[config.mk]
export PLATFORM = sky130hd
export DESIGN_NAME = sdram_stream_reader_flat
export DESIGN_NICKNAME = d
export VERILOG_FILES = /design/src/rtl/sdram_stream_reader_if.sv /design/src/rtl/sdram_stream_reader.sv /design/src/flat_wrapper.sv
export SDC_FILE = /design/constraint.sdc
export NUM_CORES = 1
export LEC_CHECK = 0
export ABC_CLOCK_PERIOD_IN_PS = 4000
export CORE_MARGIN = 3
export CORE_UTILIZATION = 55
export CTS_CLUSTER_SIZE = 25
export DETAILED_ROUTE_END_ITERATION = 16
export PLACE_DENSITY = 0.88
export REMOVE_ABC_BUFFERS = 1
export SYNTH_ARGS = -nofsm -noshare
export SYNTH_HDL_FRONTEND = slang
export SYNTH_SLANG_ARGS = --single-unit
[constraint.sdc]
create_clock -name clk -period 4 [get_ports clk]
set_clock_uncertainty 0.15 [all_clocks]
set_input_delay 0.4 -clock clk [delete_from_list [all_inputs] [get_ports clk]]
set_output_delay 0.4 -clock clk [all_outputs]
set_load 0.02 [all_outputs]
[src/rtl/sdram_stream_reader_if.sv]
// rtl/sdram_stream_reader_if.sv - control, SDRAM read channel and byte stream bundle for sdram_stream_reader
interface sdram_stream_reader_if #(
    parameter int AW = 24,
    parameter int CW = 24
);
    logic          start;
    logic [AW-1:0] start_addr;
    logic [CW-1:0] word_count;
    logic          abort;
    logic          busy;
    logic          done;
    logic [AW-1:0] araddr;
    logic          arvalid;
    logic          arready;
    logic [15:0]   rdata;
    logic          rvalid;
    logic [7:0]    out_data;
    logic          out_valid;
    logic          out_ready;
    logic [15:0]   stall_cycles;

    modport master (
        input  start, start_addr, word_count, abort, arready, rdata, rvalid, out_ready,
        output busy, done, araddr, arvalid, out_data, out_valid, stall_cycles
    );

    modport slave (
        output start, start_addr, word_count, abort, arready, rdata, rvalid, out_ready,
        input  busy, done, araddr, arvalid, out_data, out_valid, stall_cycles
    );
endinterface

[src/rtl/sdram_stream_reader.sv]
// rtl/sdram_stream_reader.sv - SDRAM word range to byte stream DMA reader (option: SDRAM_STREAM_READER_STATS_EN)
module sdram_stream_reader #(
    parameter int AW        = 24,
    parameter int CW        = 24,
    parameter int FIFO_LOG2 = 3
) (
    input  logic                 clk,
    input  logic                 rst,
    sdram_stream_reader_if.master bus
);
    localparam int DEPTH = 1 << FIFO_LOG2;
    localparam logic [FIFO_LOG2+1:0] DEPTH_W = (FIFO_LOG2+2)'(DEPTH);
    localparam logic [FIFO_LOG2:0]   CNT_ONE = (FIFO_LOG2+1)'(1);
    localparam logic [FIFO_LOG2-1:0] PTR_ONE = FIFO_LOG2'(1);

    typedef enum logic [1:0] {S_IDLE, S_RUN, S_FLUSH, S_DONE} state_t;
    state_t state, state_nxt;

    logic [AW-1:0]        addr;
    logic [CW-1:0]        to_issue;
    logic [FIFO_LOG2:0]   outstanding;
    logic [FIFO_LOG2:0]   count;
    logic [FIFO_LOG2-1:0] rd_ptr;
    logic [FIFO_LOG2-1:0] wr_ptr;
    logic [15:0]          mem [DEPTH];
    logic                 phase;
    logic [7:0]           out_data_r;
    logic                 out_valid_r;

    logic                 start_ok, abort_ok, ar_ok, issue, ret, push, pop, fire, load_low, drained;
    logic [FIFO_LOG2+1:0] credit_used;
    logic [FIFO_LOG2:0]   avail;
    logic [FIFO_LOG2-1:0] cand_ptr;
    logic [7:0]           cand_low;

    // Requests are only issued while every returning word is guaranteed a FIFO slot,
    // since the read channel cannot be stalled.
    assign credit_used = {1'b0, count} + {1'b0, outstanding};
    assign ar_ok       = (state == S_RUN) && (to_issue != '0) && (credit_used < DEPTH_W);
    assign start_ok    = bus.start && (state == S_IDLE);
    assign abort_ok    = bus.abort && (state == S_RUN);
    assign issue       = ar_ok && bus.arready;
    assign ret         = bus.rvalid && (outstanding != '0) && ((state == S_RUN) || (state == S_FLUSH));
    assign push        = ret && (state == S_RUN) && !bus.abort;
    assign fire        = out_valid_r && bus.out_ready;
    assign pop         = fire && phase;
    // Next low byte comes from the word behind the one being popped, or straight
    // from rdata when the FIFO has nothing else, giving one-cycle latency.
    assign avail       = count - (FIFO_LOG2+1)'(pop);
    assign cand_ptr    = rd_ptr + FIFO_LOG2'(pop);
    assign cand_low    = (avail != '0) ? mem[cand_ptr][7:0] : bus.rdata[7:0];
    assign load_low    = (!out_valid_r || pop) && ((avail != '0) || push);
    assign drained     = (to_issue == '0) && (outstanding == '0) && (count == '0) && !out_valid_r;

`ifdef SDRAM_STREAM_READER_STATS_EN
    logic [15:0] stall_cnt;

    // Count back-pressured byte cycles, restarting with each accepted transfer
    always_ff @(posedge clk) begin
        if (rst || start_ok) begin
            stall_cnt <= '0;
        end else if (out_valid_r && !bus.out_ready && (stall_cnt != 16'hFFFF)) begin
            stall_cnt <= stall_cnt + 16'd1;
        end
    end
`endif

    // State register
    always_ff @(posedge clk) begin
        if (rst) begin
            state <= S_IDLE;
        end else begin
            state <= state_nxt;
        end
    end

    // Next state and control outputs; abort takes priority over completion
    always_comb begin
        state_nxt        = state;
        bus.busy         = (state != S_IDLE);
        bus.done         = (state == S_DONE);
        bus.arvalid      = ar_ok;
        bus.araddr       = addr;
        bus.out_data     = out_data_r;
        bus.out_valid    = out_valid_r;
        bus.stall_cycles = '0;
`ifdef SDRAM_STREAM_READER_STATS_EN
        bus.stall_cycles = stall_cnt;
`endif
        case (state)
            S_IDLE:  if (bus.start) state_nxt = (bus.word_count == '0) ? S_DONE : S_RUN;
            S_RUN: begin
                if (bus.abort) begin
                    state_nxt = S_FLUSH;
                end else if (drained) begin
                    state_nxt = S_DONE;
                end
            end
            S_FLUSH: if (outstanding == '0) state_nxt = S_IDLE;
            S_DONE:  state_nxt = S_IDLE;
            default: state_nxt = S_IDLE;
        endcase
    end

    // Request address, words left to request, and reads in flight
    always_ff @(posedge clk) begin
        if (rst) begin
            addr        <= '0;
            to_issue    <= '0;
            outstanding <= '0;
        end else begin
            if (start_ok) begin
                addr     <= bus.start_addr;
                to_issue <= bus.word_count;
            end else if (issue) begin
                addr     <= addr + AW'(1);
                to_issue <= to_issue - CW'(1);
            end
            if (issue && !ret) begin
                outstanding <= outstanding + CNT_ONE;
            end else if (!issue && ret) begin
                outstanding <= outstanding - CNT_ONE;
            end
        end
    end

    // Word FIFO storage
    always_ff @(posedge clk) begin
        if (push) begin
            mem[wr_ptr] <= bus.rdata;
        end
    end

    // FIFO pointers and registered byte output; the head word leaves on its high-byte handshake
    always_ff @(posedge clk) begin
        if (rst) begin
            count       <= '0;
            rd_ptr      <= '0;
            wr_ptr      <= '0;
            phase       <= 1'b0;
            out_valid_r <= 1'b0;
            out_data_r  <= '0;
        end else if (abort_ok) begin
            count       <= '0;
            rd_ptr      <= '0;
            wr_ptr      <= '0;
            phase       <= 1'b0;
            out_valid_r <= 1'b0;
        end else begin
            if (push) wr_ptr <= wr_ptr + PTR_ONE;
            if (pop)  rd_ptr <= rd_ptr + PTR_ONE;
            if (push && !pop) begin
                count <= count + CNT_ONE;
            end else if (!push && pop) begin
                count <= count - CNT_ONE;
            end
            if (fire && !phase) begin
                out_data_r <= mem[rd_ptr][15:8];
                phase      <= 1'b1;
            end else if (load_low) begin
                out_data_r  <= cand_low;
                out_valid_r <= 1'b1;
                phase       <= 1'b0;
            end else if (pop) begin
                out_valid_r <= 1'b0;
                phase       <= 1'b0;
            end
        end
    end
endmodule
[src/flat_wrapper.sv]
// flat-port wrapper written by rule: the top's interface ports become plain ports
module sdram_stream_reader_flat 
#(
    parameter int AW        = 24,
    parameter int CW        = 24,
    parameter int FIFO_LOG2 = 3
)
  (clk, rst, bus_start, bus_start_addr, bus_word_count, bus_abort, bus_arready, bus_rdata, bus_rvalid, bus_out_ready, bus_busy, bus_done, bus_araddr, bus_arvalid, bus_out_data, bus_out_valid, bus_stall_cycles);
  sdram_stream_reader_if #(.AW(AW), .CW(CW)) bus_i ();
  input  logic clk;
  input  logic rst;
  input wire logic [$bits(bus_i.start)-1:0] bus_start;
  input wire logic [$bits(bus_i.start_addr)-1:0] bus_start_addr;
  input wire logic [$bits(bus_i.word_count)-1:0] bus_word_count;
  input wire logic [$bits(bus_i.abort)-1:0] bus_abort;
  input wire logic [$bits(bus_i.arready)-1:0] bus_arready;
  input wire logic [$bits(bus_i.rdata)-1:0] bus_rdata;
  input wire logic [$bits(bus_i.rvalid)-1:0] bus_rvalid;
  input wire logic [$bits(bus_i.out_ready)-1:0] bus_out_ready;
  output wire logic [$bits(bus_i.busy)-1:0] bus_busy;
  output wire logic [$bits(bus_i.done)-1:0] bus_done;
  output wire logic [$bits(bus_i.araddr)-1:0] bus_araddr;
  output wire logic [$bits(bus_i.arvalid)-1:0] bus_arvalid;
  output wire logic [$bits(bus_i.out_data)-1:0] bus_out_data;
  output wire logic [$bits(bus_i.out_valid)-1:0] bus_out_valid;
  output wire logic [$bits(bus_i.stall_cycles)-1:0] bus_stall_cycles;
  assign bus_i.start = bus_start;
  assign bus_i.start_addr = bus_start_addr;
  assign bus_i.word_count = bus_word_count;
  assign bus_i.abort = bus_abort;
  assign bus_i.arready = bus_arready;
  assign bus_i.rdata = bus_rdata;
  assign bus_i.rvalid = bus_rvalid;
  assign bus_i.out_ready = bus_out_ready;
  assign bus_busy = bus_i.busy;
  assign bus_done = bus_i.done;
  assign bus_araddr = bus_i.araddr;
  assign bus_arvalid = bus_i.arvalid;
  assign bus_out_data = bus_i.out_data;
  assign bus_out_valid = bus_i.out_valid;
  assign bus_stall_cycles = bus_i.stall_cycles;
  sdram_stream_reader #(.AW(AW), .CW(CW), .FIFO_LOG2(FIFO_LOG2)) u_core (.clk(clk), .rst(rst), .bus(bus_i));
endmodule
# Word-level counts from Yosys, hierarchy flattened
# Memory sizes are Yosys's and may differ from the RTL's. A register that Yosys moved wholly into a read port is not among the register bits.
# Cells that the tools add are included.
[classes] magnitude_cmp=1 bitwise_logic=2 n_reduce_logical=49 eq_ne=6 addsub=11 muxes=25
[ops] op="$mux 24" count=4
[ops] op="$logic_not 24->1" count=2
[ops] op="$add 24x1->24 const B" count=1
[ops] op="$mux 8" count=3
[ops] op="$reduce_bool 24->1" count=1
[ops] op="$sub 24x1->24 const B" count=1
[ops] op="$logic_and 1x1->1" count=20
[ops] op="$mux 4" count=4
[ops] op="$reduce_bool 2->1" count=6
[ops] op="$mux 2" count=5
[ops] op="$add 4x1->4 const B" count=2
[ops] op="$logic_not 4->1" count=2
[ops] op="$pmux 2 s4" count=1
[ops] op="$reduce_bool 4->1" count=2
[ops] op="$sub 4x1->4 const B" count=2
[ops] op="$logic_not 1->1" count=7
[ops] op="$add 3x1->3 const B" count=2
[ops] op="$mux 1" count=6
[ops] op="$mux 3" count=2
[ops] op="$add 4x4->5" count=1
[ops] op="$lt 5x4->1 const B" count=1
[ops] op="$eq 2x2->1 const B" count=2
[ops] op="$ne 2x2->1 const B" count=2
[ops] op="$reduce_and 2->1" count=2
[ops] op="10 further kinds" count=13
[totals] wordCells=105 n_memories=1 mem_bits_rw=128 regBits=74 output_inout_bits=52 input_bits=71
[memory_table] name="u_core.mem" words=8 word_bits=16 read_ports=2 rd_ports_with_merged_regs=1 wr=1 line_no="sdram_stream_reader.sv:25" rtl="logic [15:0] mem [DEPTH];"

# Depth between registers and ports, before layout
[depth] word_depth=9 depth_mapped=15

# Worst setup path before layout
# OpenSTA, ideal clock, no wires.
[synth_path] kind="register to register" from="reg u_core.state[1]" to="mem u_core.mem[4][0] (enable)" arrival_time_ns=2.917 setup_slack_ns=0.497 period_less_slack_ns=3.503 setup_time_ns=0.436 stages_incl_launch_ff=6 n_path_buf=0 t_required_ns=3.414 cell_sequence="dfxtp_1 -> inv_1 -> ha_1 -> nor2b_1 -> nand4_1 -> nor4b_1"
[synth_between] elab_chain_len=7 elab_cells_between_ends=8 cone_classes="eq/ne (2); mux (2); reduce/logical (4)"
[synth_rtl] item="start, declared" line_no="sdram_stream_reader.sv:17" rtl="state_t state, state_nxt;"
[synth_rtl] item="start signal, assigned" line_no="sdram_stream_reader.sv:73" rtl="state <= state_nxt;"
[synth_rtl] item="$eq 2x1->1 / $eq 2x2->1 (equally long branches)" line_no="sdram_stream_reader.sv:43, sdram_stream_reader.sv:44"
[synth_rtl] item="$logic_or 1x1->1" line_no="sdram_stream_reader.sv:43" rtl="assign ret = bus.rvalid && (outstanding != '0) && ((state == S_RUN) || (state == S_FLUSH));"
[synth_rtl] item="$logic_and 1x1->1" line_no="sdram_stream_reader.sv:43"
[synth_rtl] item="$logic_and 1x1->1 * (2 in a row)" line_no="sdram_stream_reader.sv:44" rtl="assign push = ret && (state == S_RUN) && !bus.abort;"
[synth_rtl] item="$mux 1 *" line_no="sdram_stream_reader.sv:129" rtl="if (push) begin"
[synth_rtl] item="$mux 1 (not written as such) *" line_no="sdram_stream_reader.sv:130" rtl="mem[wr_ptr] <= bus.rdata;"
[synth_rtl] item="end, declared" line_no="sdram_stream_reader.sv:25"
# Every way passes the cells marked *; elsewhere a longest branch is shown, timed or not.

# Worst setup path in the final report
[layout_path] from="reg u_core.to_issue[16]" to="out bus_arvalid"
[layout_between] elab_chain_len=3
[layout_rtl] item="start, declared" line_no="sdram_stream_reader.sv:20" rtl="logic [CW-1:0] to_issue;"
[layout_rtl] item="start signal, assigned" line_no="sdram_stream_reader.sv:114" rtl="to_issue <= bus.word_count;"
[layout_rtl] item="start signal, assigned" line_no="sdram_stream_reader.sv:117" rtl="to_issue <= to_issue - CW'(1);"
[layout_rtl] item="$reduce_bool 24->1" line_no="sdram_stream_reader.sv:39" rtl="assign ar_ok = (state == S_RUN) && (to_issue != '0) && (credit_used < DEPTH_W);"
[layout_rtl] item="$logic_and 1x1->1 (2 in a row)" line_no="sdram_stream_reader.sv:39"
[layout_rtl] item="end, declared" line_no="flat_wrapper.sv:23" rtl="output wire logic [$bits(bus_i.arvalid)-1:0] bus_arvalid;"
# Every way passes these cells.

==> metrics.md <==
| Metric | Value |
|---|---|
| Outcome | `finished clean` |
| Max incr delay on CP | `590 ps` |
| Worst-margin pin slew | `841 ps` |
| CTS Hold Bufs | `0` |
| Setup slack after layout | `218 ps` |
| CP endpoint | `bus_arvalid` |
| H-tree depth | `1` |
| Largest net degree at the start of global routing | `58` |
| WP buf/inv | `2` |
| Fin. Hold Viols | `0` |
| Pre-CTS WS | `411 ps` |
| Root buf cell | `clkbuf_16` |
| Critical Path Stages | `5` |
| Synth warn | `0` |
| Pwr Total | `6.39 mW` |
| Type of element capturing the critical path | `output port` |
| CTS Sinks | `205` |
| Drt initial violations | `667` |
| Final Util | `0.685` |
| Cell variety after synth | `65` |
| Clock Path Buffers | `3` |
| Hold WS | `342 ps` |
| CP Max Fanout | `13` |
| Non-filler cells, final | `1141` |
| Fmax | `264 MHz` |
| Leakage power | `3.76 nW` |
| PwrDens | `553 mW/mm^2` |
| Met1 global-route usage | `0.313` |
| Crit-path leading delay family | `simple AND/OR/NAND/NOR gates` |
| Tmin final | `3780 ps` |
| Post-synth top cells | `edfxtp_1 (128), dfxtp_1 (77), nor2_1 (69)` |
| Layout area overhead | `19.6%` |
| Clock Latency Late Sink | `500 ps` |
| CP Cell Sequence | `or4_4 -> or3_4 -> o31ai_4 -> inv_1 -> clkdlybuf4s50_1` |
| Vias in the first global route | `6997` |
| Top cells by area, synth | `edfxtp_1 (40%), dfxtp_1 (16%), mux2i_1 (4.8%)` |
| Final period util | `0.945` |
| Switching Share | `0.338` |
| Fin Setup TNS | `0 ps` |
| CTS tree | `yes` |
| Vias/cell | `6.26` |
| First-pass GRT wire length | `36900 um` |
| Final setup fails | `0` |
| Max transition margin | `0.437` |
| DP HPWL | `15200 um` |
| Die W | `139 um` |
| Starting density of the core | `0.573` |
| Share of cells above drive strength 1 | `0.103` |
| DIE HEIGHT | `139 um` |
| Placed cell count | `1107` |
| Top Usage Layer GRT | `met2` |
| Area after DPL | `0.0110 sq mm` |
| Peak supply drop | `0.000474 V` |
| Req. time, crit path | `3450 ps` |
| DR WL/cell | `20.2 um` |
| Design Area, Final | `0.0116 sq mm` |
| CTS buffer count | `21` |
| Final RePlAce weighted congestion | `0.807` |
| Clk pin slew, worst setup/hold paths | `60 ps` |
| R2R setup slack | `330 ps` |
| Total setup buffers inserted after CTS | `0` |
| Post-synth top flop | `edfxtp_1` |
| Synth Area per Inst | `12.0 sq um` |
| Reg-to-Reg End | `u_core.outstanding[3]` |
| Count leader, synth | `edfxtp_1` |
| Die footprint | `0.0192 sq mm` |
| Gate Count Post-Synth | `804` |
| Layout net count | `1004` |
| Post-synth EDFFs | `128` |
| Initial antenna violation count | `0` |
| Met2 global-route usage | `0.391` |
| Switch Pwr | `2.16 mW` |
| Mapped Area | `0.00967 sq mm` |
| Hold crit path type | `reg2reg` |
| Total Wirelength | `23000 um` |
| Row cnt | `47` |
| Gr usage total | `0.235` |
| Sequential cell area fraction in the yosys report | `0.557` |
| Vias | `7143` |
| Yosys reg bits | `205` |
| Async SR Flop Fraction | `0` |
| Clock power frac | `0.275` |
| Worst setup SP type | `register` |
| Post-synth top area cell | `edfxtp_1` |
| Post-route antenna net violation count | `0` |
| Arrival time at the worst endpoint | `3230 ps` |
| MaxCap Viol Count | `0` |
| RSZ-0062 raised after global routing | `no` |
| Internal power | `4.23 mW` |
| DRC viols | `0` |
| Comb pwr share | `0.300` |
| Final Slew Violations | `0` |
| Sequential Power Share | `0.425` |
| Post-cts resize count | `0` |
| Critical path type | `reg2out` |
| Core ar. | `0.0169 sq mm` |
| FF-to-FF path depth | `12` |
| GR Overflow Total | `0` |
| I/O Pins | `123` |
| Worst r2r src | `u_core.to_issue[16]` |
| Yosys top cell area share | `0.398` |
| GR Util met3 | `0.0400` |
| Crit. Startpoint | `u_core.to_issue[16]` |
| Worst-path cell with the longest stage delay | `or4_4` |
| PortBufs | `106` |
| Pre-antenna DRT Iters | `5` |
==> final cells by class <==
cell class	instances	area, sq um
clock buffers	31	583
diodes	1	2.50
flip-flops and latches	205	5390
fillers	1123	5320
inverters	18	70.1
multi-input cells	534	3990
well taps	220	275
clock inverters	2	12.5
repair buffers	130	1240
==> cell families (layout without fill, tap and decap cells) <==
family,after synthesis,after routing,share of synthesized area
AOI/OAI and AO/OA,138,138,0.113
and+or+nand+nor,270,270,0.151
adders and majority gates,23,23,0.0313
muxes,62,62,0.0849
buffers and inverters,80,181,0.0399
xor gates and xnor gates,25,25,0.0227
other,1,17,0.000388
DFF,205,205,0.557
==> flip-flops by register name, indices dropped and copies added (netlist names), named ones only <==
signal	flops
u_core.to_issue	24
u_core.mem	128
u_core.rd_ptr	3
u_core.phase	1
u_core.wr_ptr	3
u_core.outstanding	4
u_core.state	2
u_core.bus.out_data	8
u_core.count	4
u_core.bus.araddr	24
u_core.bus.out_valid	1
==> power by group through the flow <==
stage          Sequential [mW]  Clock [mW]  Combinational [mW]
3_3_place_gp              2.73           0                1.82
4_1_cts                   2.70        1.78                1.90
3_5_place_dp              2.75           0                1.87
6_report                  2.71        1.76                1.92
5_1_grt                   2.75        1.86                2.08
2_1_floorplan             2.79           0                1.13
==> cells in the final DEF (no fill, tap or decap), types with 17 or more instances in the layout <==
cell / Yosys / layout
dfxtp_1: 77 / 77
nor2_1: 69 / 69
clkbuf_16: 0 / 21
edfxtp_1: 128 / 128
nand3_1: 44 / 44
clkdlybuf4s50_1: 0 / 105
ha_1: 21 / 21
nand2_1: 37 / 36
a21oi_1: 17 / 17
or4_1: 19 / 19
or3_1: 17 / 17
mux2i_1: 46 / 46
a311oi_1: 27 / 27
o21ai_0: 24 / 24
inv_1: 17 / 17
buf_4: 17 / 24
a211oi_1: 18 / 18
==> worst reg2reg max path, cell delays in order, from the launching register on <==
cell and delay, ps:
dfxtp_1 350, or4_4 590, or3_4 510, o31ai_4 380
inv_4 100, ha_1 220, inv_1 110, ha_1 240
a21o_1 180, a21oi_1 180, xnor2_1 90, or3_1 320
a21oi_1 170
==> worst min-delay path by stage <==
| stage | start | cells after the start | to |
|---|---|---|---|
| after global routing | bus_start_addr[13] | 3 | u_core.bus.araddr[13] |
| after global placement | u_core.bus.out_data[5] | 1 | u_core.bus.out_data[5] |
| after CTS | bus_start_addr[2] | 3 | u_core.bus.araddr[2] |
| after floorplan | u_core.outstanding[3] | 2 | u_core.outstanding[3] |
| after detailed placement | u_core.bus.araddr[23] | 2 | u_core.bus.araddr[23] |
| final | u_core.bus.araddr[23] | 2 | u_core.bus.araddr[23] |
==> metal layers <==
layer | wire [um] | part of all wire
met5 | 0 | 0
met2 | 11400 | 0.49
met3 | 1560 | 0.068
met1 | 9490 | 0.41
met4 | 629 | 0.027
Power figures use the tool's default switching activity.
